<file path="src/rtl/mem_port_arbiter_pkg.sv">
// Shared definitions for the tiny5 memory-port arbiter.
//   mem_access_size_t : bus access size encoding (value 3 is illegal)
//   arb_state_t       : arbiter FSM states
//   mem_port_t        : which requester owns the in-flight transaction
package mem_port_arbiter_pkg;

  typedef enum logic [1:0] {
    MEM_SIZE_BYTE = 2'd0,
    MEM_SIZE_HALF = 2'd1,
    MEM_SIZE_WORD = 2'd2
  } mem_access_size_t;

  typedef enum logic [1:0] {
    ARB_IDLE      = 2'd0,
    ARB_ISSUE     = 2'd1,
    ARB_WAIT_RESP = 2'd2,
    ARB_ERR_RESP  = 2'd3
  } arb_state_t;

  typedef enum logic {
    MEM_PORT_I = 1'b0,
    MEM_PORT_D = 1'b1
  } mem_port_t;

endpackage

</file>
<file path="src/rtl/mem_port_arbiter.sv">
// Shares the single-ported tiny5 memory bus between instruction fetch (I) and
// load/store (D). Arbitrates in IDLE, registers the winning request, holds it
// on the bus until accepted, waits for the response and routes it back to the
// owner. Misaligned requests are answered locally with an error pulse.
//
// Ports:
//   clk_i, reset_n_i            clock, async active-low reset
//   i_req_* / i_addr_i          fetch request (always WORD)
//   i_resp_* / i_rdata_o        fetch response pulse, error, data
//   d_req_* / d_addr_i ...      load/store request
//   d_resp_* / d_rdata_o        load/store response pulse, error, data
//   mem_req_* / mem_*_o         bus request (held until mem_req_ready_i)
//   mem_resp_valid_i/rdata_i    bus response
//   busy_o                      FSM not idle
module mem_port_arbiter
  import mem_port_arbiter_pkg::*;
#(
  parameter int unsigned ADDR_W       = 32,
  parameter int unsigned DATA_W       = 32,
  parameter int unsigned MAX_D_STREAK = 4
) (
  input  logic              clk_i,
  input  logic              reset_n_i,
  input  logic              i_req_valid_i,
  output logic              i_req_ready_o,
  input  logic [ADDR_W-1:0] i_addr_i,
  output logic              i_resp_valid_o,
  output logic              i_resp_err_o,
  output logic [DATA_W-1:0] i_rdata_o,
  input  logic              d_req_valid_i,
  output logic              d_req_ready_o,
  input  logic [ADDR_W-1:0] d_addr_i,
  input  logic              d_wr_i,
  input  logic [1:0]        d_size_i,
  input  logic [DATA_W-1:0] d_wdata_i,
  output logic              d_resp_valid_o,
  output logic              d_resp_err_o,
  output logic [DATA_W-1:0] d_rdata_o,
  output logic              mem_req_valid_o,
  input  logic              mem_req_ready_i,
  output logic [ADDR_W-1:0] mem_addr_o,
  output logic              mem_wr_o,
  output logic [1:0]        mem_size_o,
  output logic [DATA_W-1:0] mem_wdata_o,
  input  logic              mem_resp_valid_i,
  input  logic [DATA_W-1:0] mem_rdata_i,
  output logic              busy_o
);

  localparam int unsigned StreakW = $clog2(MAX_D_STREAK + 1);
  localparam logic [StreakW-1:0] StreakMax = StreakW'(MAX_D_STREAK);

  // Value 3 is not a legal size, so it is rejected like a misaligned access.
  function automatic logic is_misaligned(input logic [1:0] size, input logic [1:0] lsb);
    case (size)
      MEM_SIZE_BYTE: return 1'b0;
      MEM_SIZE_HALF: return lsb[0];
      MEM_SIZE_WORD: return lsb != 2'b00;
      default:       return 1'b1;
    endcase
  endfunction

  arb_state_t          r_state;
  mem_port_t           r_owner;
  logic [StreakW-1:0]  r_streak;
  logic                r_mem_req_valid;
  logic [ADDR_W-1:0]   r_addr;
  logic                r_wr;
  logic [1:0]          r_size;
  logic [DATA_W-1:0]   r_wdata;
  logic                r_i_resp_valid;
  logic                r_i_resp_err;
  logic [DATA_W-1:0]   r_i_rdata;
  logic                r_d_resp_valid;
  logic                r_d_resp_err;
  logic [DATA_W-1:0]   r_d_rdata;

  logic                w_idle;
  logic                w_grant_i;
  logic                w_grant_d;
  logic [ADDR_W-1:0]   w_addr;
  logic                w_wr;
  logic [1:0]          w_size;
  logic [DATA_W-1:0]   w_wdata;
  logic                w_misaligned;

  // Grant is gated by reset so the ready outputs also read 0 while in reset.
  always_comb begin
    w_idle    = reset_n_i && (r_state == ARB_IDLE);
    // D normally wins a tie; I is forced through once D has won StreakMax in a row.
    w_grant_d = w_idle && d_req_valid_i && !(i_req_valid_i && (r_streak == StreakMax));
    w_grant_i = w_idle && i_req_valid_i && !w_grant_d;
    w_addr    = w_grant_d ? d_addr_i : i_addr_i;
    w_wr      = w_grant_d && d_wr_i;
    w_size    = w_grant_d ? d_size_i : MEM_SIZE_WORD;
    w_wdata   = w_grant_d ? d_wdata_i : '0;
    w_misaligned = is_misaligned(w_size, w_addr[1:0]);
  end

  always_ff @(posedge clk_i or negedge reset_n_i) begin
    if (!reset_n_i) begin
      r_state         <= ARB_IDLE;
      r_owner         <= MEM_PORT_I;
      r_streak        <= '0;
      r_mem_req_valid <= 1'b0;
      r_addr          <= '0;
      r_wr            <= 1'b0;
      r_size          <= '0;
      r_wdata         <= '0;
      r_i_resp_valid  <= 1'b0;
      r_i_resp_err    <= 1'b0;
      r_i_rdata       <= '0;
      r_d_resp_valid  <= 1'b0;
      r_d_resp_err    <= 1'b0;
      r_d_rdata       <= '0;
    end else begin
      // Response valids are single-cycle pulses; err/rdata hold between pulses.
      r_i_resp_valid <= 1'b0;
      r_d_resp_valid <= 1'b0;
      unique case (r_state)
        ARB_IDLE: begin
          if (w_grant_i || w_grant_d) begin
            r_owner <= w_grant_d ? MEM_PORT_D : MEM_PORT_I;
            r_addr  <= w_addr;
            r_wr    <= w_wr;
            r_size  <= w_size;
            r_wdata <= w_wdata;
            if (w_grant_d) begin
              r_streak <= (r_streak == StreakMax) ? r_streak : r_streak + 1'b1;
            end else begin
              r_streak <= '0;
            end
            if (w_misaligned) begin
              r_state <= ARB_ERR_RESP;
              if (w_grant_d) begin
                r_d_resp_valid <= 1'b1;
                r_d_resp_err   <= 1'b1;
                r_d_rdata      <= '0;
              end else begin
                r_i_resp_valid <= 1'b1;
                r_i_resp_err   <= 1'b1;
                r_i_rdata      <= '0;
              end
            end else begin
              r_state         <= ARB_ISSUE;
              r_mem_req_valid <= 1'b1;
            end
          end
        end
        ARB_ISSUE: begin
          if (mem_req_ready_i) begin
            r_state         <= ARB_WAIT_RESP;
            r_mem_req_valid <= 1'b0;
          end
        end
        ARB_WAIT_RESP: begin
          if (mem_resp_valid_i) begin
            r_state <= ARB_IDLE;
            if (r_owner == MEM_PORT_D) begin
              r_d_resp_valid <= 1'b1;
              r_d_resp_err   <= 1'b0;
              r_d_rdata      <= r_wr ? '0 : mem_rdata_i;
            end else begin
              r_i_resp_valid <= 1'b1;
              r_i_resp_err   <= 1'b0;
              r_i_rdata      <= mem_rdata_i;
            end
          end
        end
        ARB_ERR_RESP: begin
          r_state <= ARB_IDLE;
        end
        default: begin
          r_state <= ARB_IDLE;
        end
      endcase
    end
  end

  assign i_req_ready_o   = w_grant_i;
  assign d_req_ready_o   = w_grant_d;
  assign i_resp_valid_o  = r_i_resp_valid;
  assign i_resp_err_o    = r_i_resp_err;
  assign i_rdata_o       = r_i_rdata;
  assign d_resp_valid_o  = r_d_resp_valid;
  assign d_resp_err_o    = r_d_resp_err;
  assign d_rdata_o       = r_d_rdata;
  assign mem_req_valid_o = r_mem_req_valid;
  assign mem_addr_o      = r_addr;
  assign mem_wr_o        = r_wr;
  assign mem_size_o      = r_size;
  assign mem_wdata_o     = r_wdata;
  assign busy_o          = (r_state != ARB_IDLE);

endmodule

</file>
<file path="config.mk">
export PLATFORM = sky130hd
export DESIGN_NAME = mem_port_arbiter
export DESIGN_NICKNAME = d
export VERILOG_FILES = /design/src/rtl/mem_port_arbiter_pkg.sv /design/src/rtl/mem_port_arbiter.sv
export SDC_FILE = /design/constraint.sdc
export NUM_CORES = 1
export LEC_CHECK = 0
export ABC_AREA = 1
export CAP_MARGIN = 40
export CORE_MARGIN = 8
export CORE_UTILIZATION = 45
export CTS_CLUSTER_DIAMETER = 30
export DETAILED_ROUTE_END_ITERATION = 8
export HOLD_SLACK_MARGIN = 0.02
export MAX_ROUTING_LAYER = met4
export PLACE_DENSITY_LB_ADDON = 0.15
export SYNTH_ARGS = -nofsm -noshare
export SYNTH_HDL_FRONTEND = slang
export SYNTH_SLANG_ARGS = --single-unit
</file>
<file path="constraint.sdc">
create_clock -name clk_i -period 3.4 [get_ports clk_i]
set_input_delay 0.51 -clock clk_i [delete_from_list [all_inputs] [get_ports clk_i]]
set_output_delay 0.51 -clock clk_i [all_outputs]
set_load 0.02 [all_outputs]
</file>
Yosys cells after proc, flatten, opt, wreduce, memory -nomap -nowiden
Index checks and enable logic that the tools add are counted.

word-level totals
  word-level logic and storage cells = 105
  output and inout bits = 139
  register bits after elaboration = 142
  input port bits = 137

operators by class
  reduce and logical (&&, ||, !) cells = 22
  mux-type cells = 52
  $add $sub $neg = 1
  equality and inequality tests = 16

operators by type and width
  cell                   count
  $mux W32               13
  $pmux W32 S2           2
  $mux W1                23
  $ne A2 B2 Y1 const B   9
  $reduce_and A6 Y1      2
  $mux W2                5
  $pmux W1 S2            5
  $pmux W2 S4            1
  $reduce_bool A2 Y1     4
  $logic_and A1 B1 Y1    7
  $eq A2 B2 Y1 const B   3
  $mux W3                2
  $reduce_and A3 Y1      2
  $eq A2 B1 Y1 const B   2
  $logic_not A2 Y1       2
  $reduce_and A4 Y1      1
  $add A3 B1 Y3 const B  1
  $eq A3 B3 Y1 const B   1
  $pmux W1 S3            1
  $logic_not A1 Y1       2
  $ne A2 B1 Y1 const B   1
  $reduce_and A2 Y1      1
  $logic_or A1 B1 Y1     1

Depth between registers and ports, before layout
  word-level depth = 10
  depth in mapped cells = 14
  gate-level depth less buffers = 13

Least setup slack after synthesis
OpenSTA, ideal clock, no wires.

  path kind = reg2reg
  start = register r_streak[0]
  end = register r_addr[23] (netlist: mem_addr_o[23])
  setup time = 0.120 ns
  buffers on the path = 2
  data required time = 3.280 ns
  clock period less this slack = 1.949 ns
  path slack = 1.451 ns
  data arrival time = 1.829 ns
  cell stages (with the launch flop) = 12
  cells stage by stage = dfrtp_1 -> inv_1 -> ha_1 -> nand3_1 -> inv_1 -> nor2_4 -> nor2_1 -> inv_1 -> buf_2 -> buf_2 -> o22ai_1 -> nor2_1

between the ends
  cells in the longest elaborated chain, start to end = 8
  elaborated cells on any way between the ends = 9
  those cells by class = eq/ne (1); mux (1); reduce/logical (7)

ends and longest elaborated chain
  item                         RTL line                 RTL
  start: declaration           mem_port_arbiter.sv:65   logic [StreakW-1:0] r_streak;
  start signal: assignment     mem_port_arbiter.sv:129  r_streak <= (r_streak == StreakMax) ? r_streak : r_streak + 1'b1;
  $eq A3 B3 Y1                 mem_port_arbiter.sv:91   w_grant_d = w_idle && d_req_valid_i && !(i_req_valid_i && (r_streak == StreakMax));
  $logic_and A1 B1 Y1          mem_port_arbiter.sv:91
  $logic_not A1 Y1             mem_port_arbiter.sv:91
  $logic_and A1 B1 Y1          mem_port_arbiter.sv:91
  $logic_not A1 Y1             mem_port_arbiter.sv:92   w_grant_i = w_idle && i_req_valid_i && !w_grant_d;
  $logic_and A1 B1 Y1          mem_port_arbiter.sv:92
  net i_req_ready_o            mem_port_arbiter.sv:25   output logic i_req_ready_o,
  $logic_or A1 B1 Y1           mem_port_arbiter.sv:122  if (w_grant_i || w_grant_d) begin
  $reduce_and A2 Y1 (no line)  n/a
  end signal: assignment       mem_port_arbiter.sv:124  r_addr <= w_addr;
  end: declaration             mem_port_arbiter.sv:67   logic [ADDR_W-1:0] r_addr;

The timed path passes the listed nets, and every way through them passes these cells.
A chain may end at the register's enable or synchronous reset.

Worst setup path after layout
  start = register r_streak[0]
  end = output port i_req_ready_o

between the ends
  cells in the longest elaborated chain, start to end = 6

ends and longest elaborated chain
  item                 RTL line
  $eq A3 B3 Y1         mem_port_arbiter.sv:91
  $logic_and A1 B1 Y1  mem_port_arbiter.sv:91
  $logic_not A1 Y1     mem_port_arbiter.sv:91
  $logic_and A1 B1 Y1  mem_port_arbiter.sv:91
  $logic_not A1 Y1     mem_port_arbiter.sv:92
  $logic_and A1 B1 Y1  mem_port_arbiter.sv:92
  end: declaration     mem_port_arbiter.sv:25

No other way between the ends.

==> impl_results.md <==
- DIE AREA: 17,100 sq um
- Commonest cells post-synth: 161 x nand2_1, 142 x dfrtp_1, 97 x nor2_1
- Worst reg2reg path endpoint: d_rdata_o[2]$_DFFE_PN0P_
- Global Route Usage Sum: 0.2493
- Setup TNS: 0 ns
- Core Area: 13,030 sq um
- CP arrival: 2.32 ns
- Register bit total from synthesis: 142
- Initial antenna violation count: 1
- Slowest stage delay, CP: 0.64 ns
- Hold_buf cts: 0
- Max Buffers Root-to-Sink: 2
- Final Hold Viols: 0
- Largest area contributor in the netlist: dfrtp_1
- Drt first pass iters: 4
- Post-Syn Instances: ~640
- Row Count: 42
- Synth warn: 0
- Most frequent CP cell: inv_1
- I/O Pins: 276
- Fin crit period: 2.828 ns
- P&R area growth vs syn: 58.91%
- Worst hold path class: in -> async
- Initial core utilization: 0.4549
- Wirelength per Cell: 18.46 um
- Final Skew: just under 0.008 ns
- Pint: 5.405 mW
- Maximum clock frequency: 0.3537 GHz
- Vias per cell: roughly 5.1
- Pwr dens: around 950 nW/um^2
- Post-synth EDFFs: 0
- Post-CTS setup repair buffer count: 0
- Post_cts resized: 0
- R2R setup slack: 0.84 ns
- Die Span Y: around 130 um
- Worst vdd rail ir drop: 503.2 uV
- Final Cycle Share: 0.8316
- Crit path cell chain: inv_1 -> ha_1 -> nand3_1 -> inv_1 -> nor2_4 -> nor2_1 -> clkdlybuf4s50_1
- Routability Congestion: between 0.8 and 0.9
- Die width: 130.8 um
- Seq pwr share: 0.321
- Root Buffer: clkbuf_16
- Post-Syn Area: 5928 sq um
- Post-synth ARST share: 1.000
- CP max FO: 11
- CTS buffer count: 17
- Finished Layout Cells: roughly 1.1k
- End of the critical path: i_req_ready_o
- RSZ-0062 raised after global routing: no
- Final #Nets: 1,049
- Post-DP HPWL: 14,550 um
- Worst Tran Pin Value: ~0.73 ns
- Gr ovfl total: 0
- Initial DRC Count: 340
- Final WL: 20,270 um
- Ranking of synthesized cells by area: dfrtp_1 60%, nand2_1 10%, nand3_1 6.2%
- Reg clk slew, reported paths: 0.06 ns
- Switching portion of total power: 0.3938
- Worst reg2reg path depth: 13
- Worst Setup SP: r_streak[0]$_DFFE_PN0P_
- Pin count of the biggest net entering global routing: 143
- Setup crit end kind: output pin
- Number of global-route vias before repair: between 5k and 6k
- Clk network pwr share: 0.195
- Slew margin rel.: 0.5124
- NetSw: 3.511 mW
- DRC: 0
- Routed Antenna Nets: 0
- Post-synth top flop: dfrtp_1
- Vias: 5,647
- R2r startpoint: r_streak[0]$_DFFE_PN0P_
- Yosys top cell area share: 0.5994
- Final setup vio count: 0
- Syn Area/Cell: between 9 and 10 sq um
- Max Cap Viol: 0
- Share of total power in combinational logic: 0.484
- Cell variety after synth: 23
- # port buffers: 275
- Slowest CP cell: clkdlybuf4s50_1
- Share of post-route cells with drive strength above 1: 0.05537
- H-tree levels: 4
- Post-Syn Nets: 782
- Most frequent cell after synthesis: nand2_1
- Leak pwr: roughly 4.5 nW
- Max-slew violations: 0
- First-pass GRT wire length: 31,090 um
- CP Launch Type: flip-flop
- Sequential area share after synthesis: 0.5994
- CTS tree: done
- Cell total after placement: 1,067
- CTS sink cnt: 142
- Setup CP Type: reg -> out
- CP required: 2.89 ns
- Outcome: complete, no violations
- Clock Latency Late Sink: 0.42 ns
metrics by stage:
stage               instance area [sq um]  worst slack (ns)  hold slack [ns]    util  total power, mW
floorplan                            5928             1.451           0.2144       -            5.013
global placement                     8783            0.7209           0.4644  0.6740            7.028
detailed placement                   8869            0.5818           0.4604  0.6805            7.203
CTS                                  9418            0.5514           0.2968  0.7226            8.997
global route                         9420            0.4463           0.3176  0.7228            9.426
finish                               9420            0.5725           0.2606  0.7228            8.915
sequential cells by signal, summed over array words and instances, names as in the netlist:
| name | count |
|---|---|
| mem_addr_o | 32 |
| mem_size_o | 2 |
| r_state | 2 |
| mem_wdata_o | 32 |
| r_streak | 3 |
| i_resp_valid_o | 1 |
| i_resp_err_o | 1 |
| mem_wr_o | 1 |
| d_rdata_o | 32 |
| d_resp_err_o | 1 |
| d_resp_valid_o | 1 |
| i_rdata_o | 32 |
| r_owner | 1 |
| mem_req_valid_o | 1 |
how the worst min path moves through the flow:
stage	start	end	slack, ns	depth (start not counted)
finish	reset_n_i	mem_wdata_o[29]$_DFFE_PN0P_	0.26	2
global route	reset_n_i	mem_wdata_o[29]$_DFFE_PN0P_	0.32	2
CTS	reset_n_i	mem_wdata_o[28]$_DFFE_PN0P_	0.30	2
detailed placement	d_resp_err_o$_DFFE_PN0P_	d_resp_err_o$_DFFE_PN0P_	0.46	2
global placement	d_rdata_o[0]$_DFFE_PN0P_	d_rdata_o[0]$_DFFE_PN0P_	0.46	2
floorplan	reset_n_i	d_rdata_o[0]$_DFFE_PN0P_	0.21	0
cell families (layout without fill, tap and decap cells):
group,count (synthesis),after routing,synth area share
AND/OR/NAND/NOR,340,340,0.2453
XOR/XNOR,1,1,0.001478
other,0,1,0
AO/OA/AOI/OAI,71,71,0.08716
adder cells (fa/ha/maj),2,2,0.004221
buffers and inverters,87,365,0.06247
flip-flops,142,142,0.5994
metal layers:
layer  up-vias  part of all wire  routed length [um]  global-route usage
met2       255              0.50               10080              0.4074
met4         0             0.032                 640              0.1053
met3        39             0.093                1888             0.09375
met5         -                 0                   0                   -
li1       2622                 -                   -                   -
met1      2731              0.38                7664              0.2687
final cells by class:
cell class              count  area, sq um
diodes                      1        2.502
clock buffers              22        484.2
clock inverters             8        65.06
fillers                  1019         3612
inverters                  49        186.4
multi-input cells         414         2004
flip-flops and latches    142         3553
well taps                 176        220.2
repair buffers            286         2904
power groups by stage:
stage | Sequential (mW) | Clock (mW) | Combinational (mW)
final | 2.86 | 1.74 | 4.32
after global routing | 2.95 | 1.83 | 4.65
after CTS | 2.86 | 1.76 | 4.37
after detailed placement | 2.86 | 0 | 4.34
after global placement | 2.85 | 0 | 4.18
after floorplan | 3.67 | 0 | 1.34
cells in the final DEF, fill, tap and decap left out, types with 7 or more instances in the layout:
cell type          n
o22ai_1           29
inv_1             48
nand2_1          161
a22o_1            32
nand3_1           73
clkinv_2           7
dfrtp_1          142
nor2_1            97
clkbuf_16         17
o21ai_0            7
clkdlybuf4s50_1  274
worst max-delay path, delay by kind of cell (launching register included):
family                     cells  cell delay [ns]
adders and majority gates      1             0.19
buffers and inverters          3             0.88
DFF                            1             0.40
and+or+nand+nor                3             0.43
No activity file was read; power rests on OpenSTA's default activity.
==> edit 1: new RTL, config.mk and constraints unchanged <==
Put one more register stage on the output `d_resp_err_o`. The value now appears one clock later. The other outputs are not delayed to match.
--- a/src/rtl/mem_port_arbiter.sv
+++ b/src/rtl/mem_port_arbiter.sv
@@ -183,7 +183,9 @@
   assign i_resp_err_o    = r_i_resp_err;
   assign i_rdata_o       = r_i_rdata;
   assign d_resp_valid_o  = r_d_resp_valid;
-  assign d_resp_err_o    = r_d_resp_err;
+  always_ff @(posedge clk_i) begin
+    d_resp_err_o <= r_d_resp_err;
+  end
   assign d_rdata_o       = r_d_rdata;
   assign mem_req_valid_o = r_mem_req_valid;
   assign mem_addr_o      = r_addr;
Formal check against the unedited RTL: not equivalent (a bounded check fails within 4 cycles, from zero or initial values and one cycle with reset_n_i low).
==> edit 1 against the original RTL <==
Clock power up 26%; wire length about the same; global-route usage down 0.26 points; register-to-register slack about the same; worst setup slack worse by 0.013 ns; first-iteration DRC count up 27%; area after synthesis up 0.34%; cell area up 1.5%; total power up 5.3%; sequential cell count up 1; utilization up 0.82 points; critical path depth down 2; largest power group unchanged; highest routed layer unchanged.
==> edit 1: results (changes against the original RTL) <==
Place
  • Final GP Congestion: 0.830 (was 0.860)
  • Dpl hpwl: 14600 um (about the same)

GRT
  • Initial antenna violation count: 0 (was 1)
  • M3 GR Usage: 0.0706 (was 0.0938)
  • Vias in the first global route: 5954 (was 5991)
  • Global-route wire length before repair: 31300 um (was 31100 um)
  • Total track usage: 0.247 (was 0.249)
  • Met2 GRT Util: 0.418 (was 0.407)

Route
  • DR iter-0 viols: 433 (was 340)
  • Via density: 5.18 (was 5.14)
  • Met3 Wirelength: 1700 um (was 1890 um)
  • M1 WL: 7800 um (was 7660 um)
  • Met2 WL post-DR: 10500 um (was 10100 um)
  • Wirelength per Cell: 18.4 um (was 18.5 um)
  • DRT Pass-1 Iters: 7 (was 4)

Logic synthesis
  • Synth Area per Inst: 9.24 um2 (was 9.22 um2)
  • Synth unique cells: 24 (was 23)
  • Ys async rst share: 0.993 (was 1.00)
  • Post-Syn Nets: 783 (was 782)
  • Synth Area in XOR/XNOR: 0.00147 (was 0.00148)
  • Post-synthesis adder-cell area fraction: 0.00421 (was 0.00422)

Power and ir drop
  • Max IR drop VDD: 0.495 mV (was 0.503 mV)
  • Lkg Pwr: 4.58 nW (was 4.52 nW)

STA
  • Tightest Pin Transition: 0.907 ns (was 0.731 ns)
  • Min setup slack post-route: 0.560 ns (was 0.572 ns)

Layout
  • # fillers: 956 (was 1019)
  • Clock buf/inv share: 0.0726 (was 0.0583)
  • Nets: 1050 (was 1049)
  • # clk buffers: 21 (was 22)

Worst setup path
  • Worst stage delay on the critical path: 0.68 ns (was 0.64 ns)
  • CP Max Fanout: 17 (was 11)
  • Worst Setup SP: reset_n_i (was r_streak[0])
  • End of the critical path: d_req_ready_o (was i_req_ready_o)

Run status
  • Status: finished clean (unchanged)

Min path
  • Worst hold path type: reg -> reg (was in -> async)

Clock network
  • Cts hold-fix bufs: 1 (was 0)
-- edit 1: cell types whose count changed after synthesis, sizes merged --
cell   change
dfxtp      +1
-- edit 1: cell families (layout without fill, tap and decap cells) --
family | Yosys count | after routing
AO/OA/AOI/OAI | 71 | 71
XOR/XNOR | 1 | 1
adder cells (fa/ha/maj) | 2 | 2
buffers and inverters | 87 | 367
flip-flops | 143 | 143
AND/OR/NAND/NOR | 340 | 340
-- edit 1: stage by stage --
step	instance area [um2]	hold WS (ns)	instances	total power, mW
finish	9570	0.382	1100	9.39
global route	9570	0.407	1100	9.87
CTS	9570	0.391	1100	9.45
detailed placement	8860	0.358	1067	7.22
global placement	8790	0.354	1064	7.03
floorplan	5950	0.214	644	5.03
-- edit 1: power by group --
group | internal, mW | total (mW) | switching, mW
combinational | 1.92 | 4.31 | 2.40
sequential | 2.44 | 2.88 | 0.448
clock | 1.49 | 2.19 | 0.706
total | 5.84 | 9.39 | 3.55
==> edit 2: new RTL, same settings <==
Without the edit above. Change the parameter `DATA_W` from 32 to 48.
--- a/src/rtl/mem_port_arbiter.sv
+++ b/src/rtl/mem_port_arbiter.sv
@@ -16,7 +16,7 @@
   import mem_port_arbiter_pkg::*;
 #(
   parameter int unsigned ADDR_W       = 32,
-  parameter int unsigned DATA_W       = 32,
+  parameter int unsigned DATA_W       = 48,
   parameter int unsigned MAX_D_STREAK = 4
 ) (
   input  logic              clk_i,
Interface: changed (5 resized); port bits go from 276 to 356. The function was not compared with the original's and may differ.
==> edit 2 against the original RTL <==
Cell area rose by 29%; total power up 28%; highest routed layer unchanged; largest cell class unchanged; count of clock-buffer cells in the layout is 2 lower; area after synthesis increased by 32%; largest power group unchanged; worst setup slack worse by 0.20 ns; via count rose by 28%; maximum frequency down 6.6%; sequential share of layout area is 1.3 points higher; first-iteration DRC count increased by 41%; sequential cell count is 48 higher; clock power increased by 14%; register-to-register slack better by 0.06 ns; wire length up 34%.
==> edit 2: results (changes against the original RTL) <==
Run status
  • Status: finished clean (unchanged)

Route
  • M1 WL: 10900 um (was 7660 um)
  • Met2 WL post-DR: 12900 um (was 10100 um)
  • Total number of vias: 7214 (was 5647)
  • Met3 Wirelength: 2470 um (was 1890 um)
  • DR iter-0 viols: 480 (was 340)
  • DRT Pass-1 Iters: 4 (unchanged)
  • Post-Route WL: 27100 um (was 20300 um)

Min path
  • Worst hold path type: in -> async (unchanged)

Layout
  • # fillers: 1391 (was 1019)
  • Layout cells sized above 1: 0.0491 (was 0.0554)
  • Nets: 1359 (was 1049)

Clock network
  • Cts repair resizes: 0 (unchanged)
  • Postcts setup bufs: 0 (unchanged)
  • Clock root buffer: clkbuf_16 (unchanged)
  • Reg clk slew, reported paths: ~0.070 ns
  • Htree depth: 4 (unchanged)
  • Clock Latency Late Sink: 0.42 ns (about the same)
  • CTS max path bufs: 2 (unchanged)

GRT
  • Initial antenna violation count: 2 (was 1)
  • Global-route wire length before repair: 41900 um (was 31100 um)
  • Total track usage: 0.252 (was 0.249)
  • Pin count of the biggest net entering global routing: 64 (was 143)
  • Vias in the first global route: 7439 (was 5991)

Logic synthesis
  • Area contributors post-synth: dfrtp_1, nand2_1, nand3_1, nor2_1, a22o_1 (unchanged)
  • Synth unique cells: 24 (was 23)
  • Mux cell area share after synthesis: 0 (unchanged)
  • Compound-Gate Fraction of Synth Area: 0.0836 (was 0.0872)
  • Post-synthesis adder-cell area fraction: 0.00319 (was 0.00422)
  • Synth warn: 0 (unchanged)
  • Commonest cells post-synth: nand2_1, dfrtp_1, nor2_1 (unchanged)
  • Seq/Total Area, Yosys: 0.605 (was 0.599)
  • Post-Syn Nets: 1024 (was 782)
  • Synth Area in XOR/XNOR: 0.00112 (was 0.00148)

Worst setup path
  • CP Max Fanout: 16 (was 11)
  • Worst stage delay on the critical path: 0.65 ns
  • Reg2reg setup slack: 0.90 ns (was 0.84 ns)
  • Slowest CP cell: clkdlybuf4s50_1 (unchanged)
  • Critical Path AT: 2.52 ns (was 2.32 ns)
  • Crit path max-delay family: buffers and inverters (unchanged)

STA
  • Final Skew: 0.00903 ns (was 0.00794 ns)
  • Tightest Pin Transition: 0.811 ns (was 0.731 ns)
  • FMAX: 0.330 GHz (was 0.354 GHz)

Power and ir drop
  • Lkg Pwr: 5.91 nW (was 4.52 nW)
  • Max IR drop VDD: 0.444 mV (was 0.503 mV)

Place
  • Final GP Congestion: 0.796 (was 0.860)
  • Place WS: 0.503 ns (was 0.582 ns)
  • Dpl hpwl: 19300 um (was 14600 um)
  • PortBufs: 355 (was 275)

Floorplan
  • Initial Util: 0.457 (was 0.455)
## edit 2: changes by cell type in the layout (fill, tap and decap cells not counted), moves of 2 or more
cell / delta
clkdlybuf4s50_1: +80
inv_6: +3
nand2_1: +64
clkinv_2: -5
buf_8: -2
nand3_2: +2
clkbuf_8: -2
nor2_1: +16
dfrtp_1: +48
inv_1: +15
a22o_1: +16
buf_4: +9
nand3_1: +31
clkinvlp_4: +4
## edit 2: logic make-up after synthesis
| family | Yosys count |
|---|---|
| buffers and inverters | 121 |
| adders and majority gates | 2 |
| DFF | 190 |
| AOI/OAI and AO/OA | 87 |
| xor gates and xnor gates | 1 |
| and+or+nand+nor | 452 |
## edit 2: area by class of cell
| type | instances | share of cell area |
|---|---|---|
| multi-input cells | 542 | 0.213 |
| inverters | 65 | 0.0200 |
| flip-flops and latches | 190 | 0.391 |
| diodes | 2 | 0.000411 |
| clock inverters | 12 | 0.0111 |
| clock buffers | 20 | 0.0367 |
| repair buffers | 372 | 0.305 |
| well taps | 225 | 0.0231 |
## edit 2: stage by stage
step / utilization / instances / instance area (um2) / hold slack, ns
after global routing: 0.709 / 1428 / 12200 / 0.326
final: 0.709 / 1428 / 12200 / 0.278
after detailed placement: 0.675 / 1394 / 11600 / 0.462
after CTS: 0.708 / 1426 / 12200 / 0.287
after floorplan: - / 853 / 7850 / 0.214
after global placement: 0.673 / 1393 / 11600 / 0.459
## edit 2: worst reg2reg max path, cell delays in order, from the launching register on
cell     delay [ns]
dfrtp_1        0.37
inv_1          0.07
ha_1           0.22
nand3_1        0.15
nand4_4        0.30
nor2_1         0.25
nand2_1        0.16
nand3_2        0.13
nand2_2        0.06
inv_2          0.34
buf_12         0.25
nand2_1        0.08
nand2_1        0.07
## edit 2: worst paths after layout
check	start	endpoint	cells past startpoint
setup / recovery	r_streak[0]	d_req_ready_o	7
max in group asynchronous	reset_n_i	d_rdata_o[7]	3
hold / removal	reset_n_i	mem_addr_o[25]	2
setup reg to reg	r_streak[0]	d_rdata_o[20]	12
min in group clk_i	d_resp_err_o	d_resp_err_o	2
hold reg to reg	d_resp_err_o	d_resp_err_o	2
## edit 2: report_power, final
part	internal, mW	switching (mW)	leakage, nW	total [mW]
clock network	1.11	0.872	0.273	1.98
logic	2.46	3.23	3.19	5.69
registers	3.22	0.552	2.45	3.77
## edit 2: layer usage
metal  vias up  GRT usage
li1       3426          -
met5         -          -
met1      3456      0.305
met2       291      0.387
met4         0      0.100
met3        41     0.0808
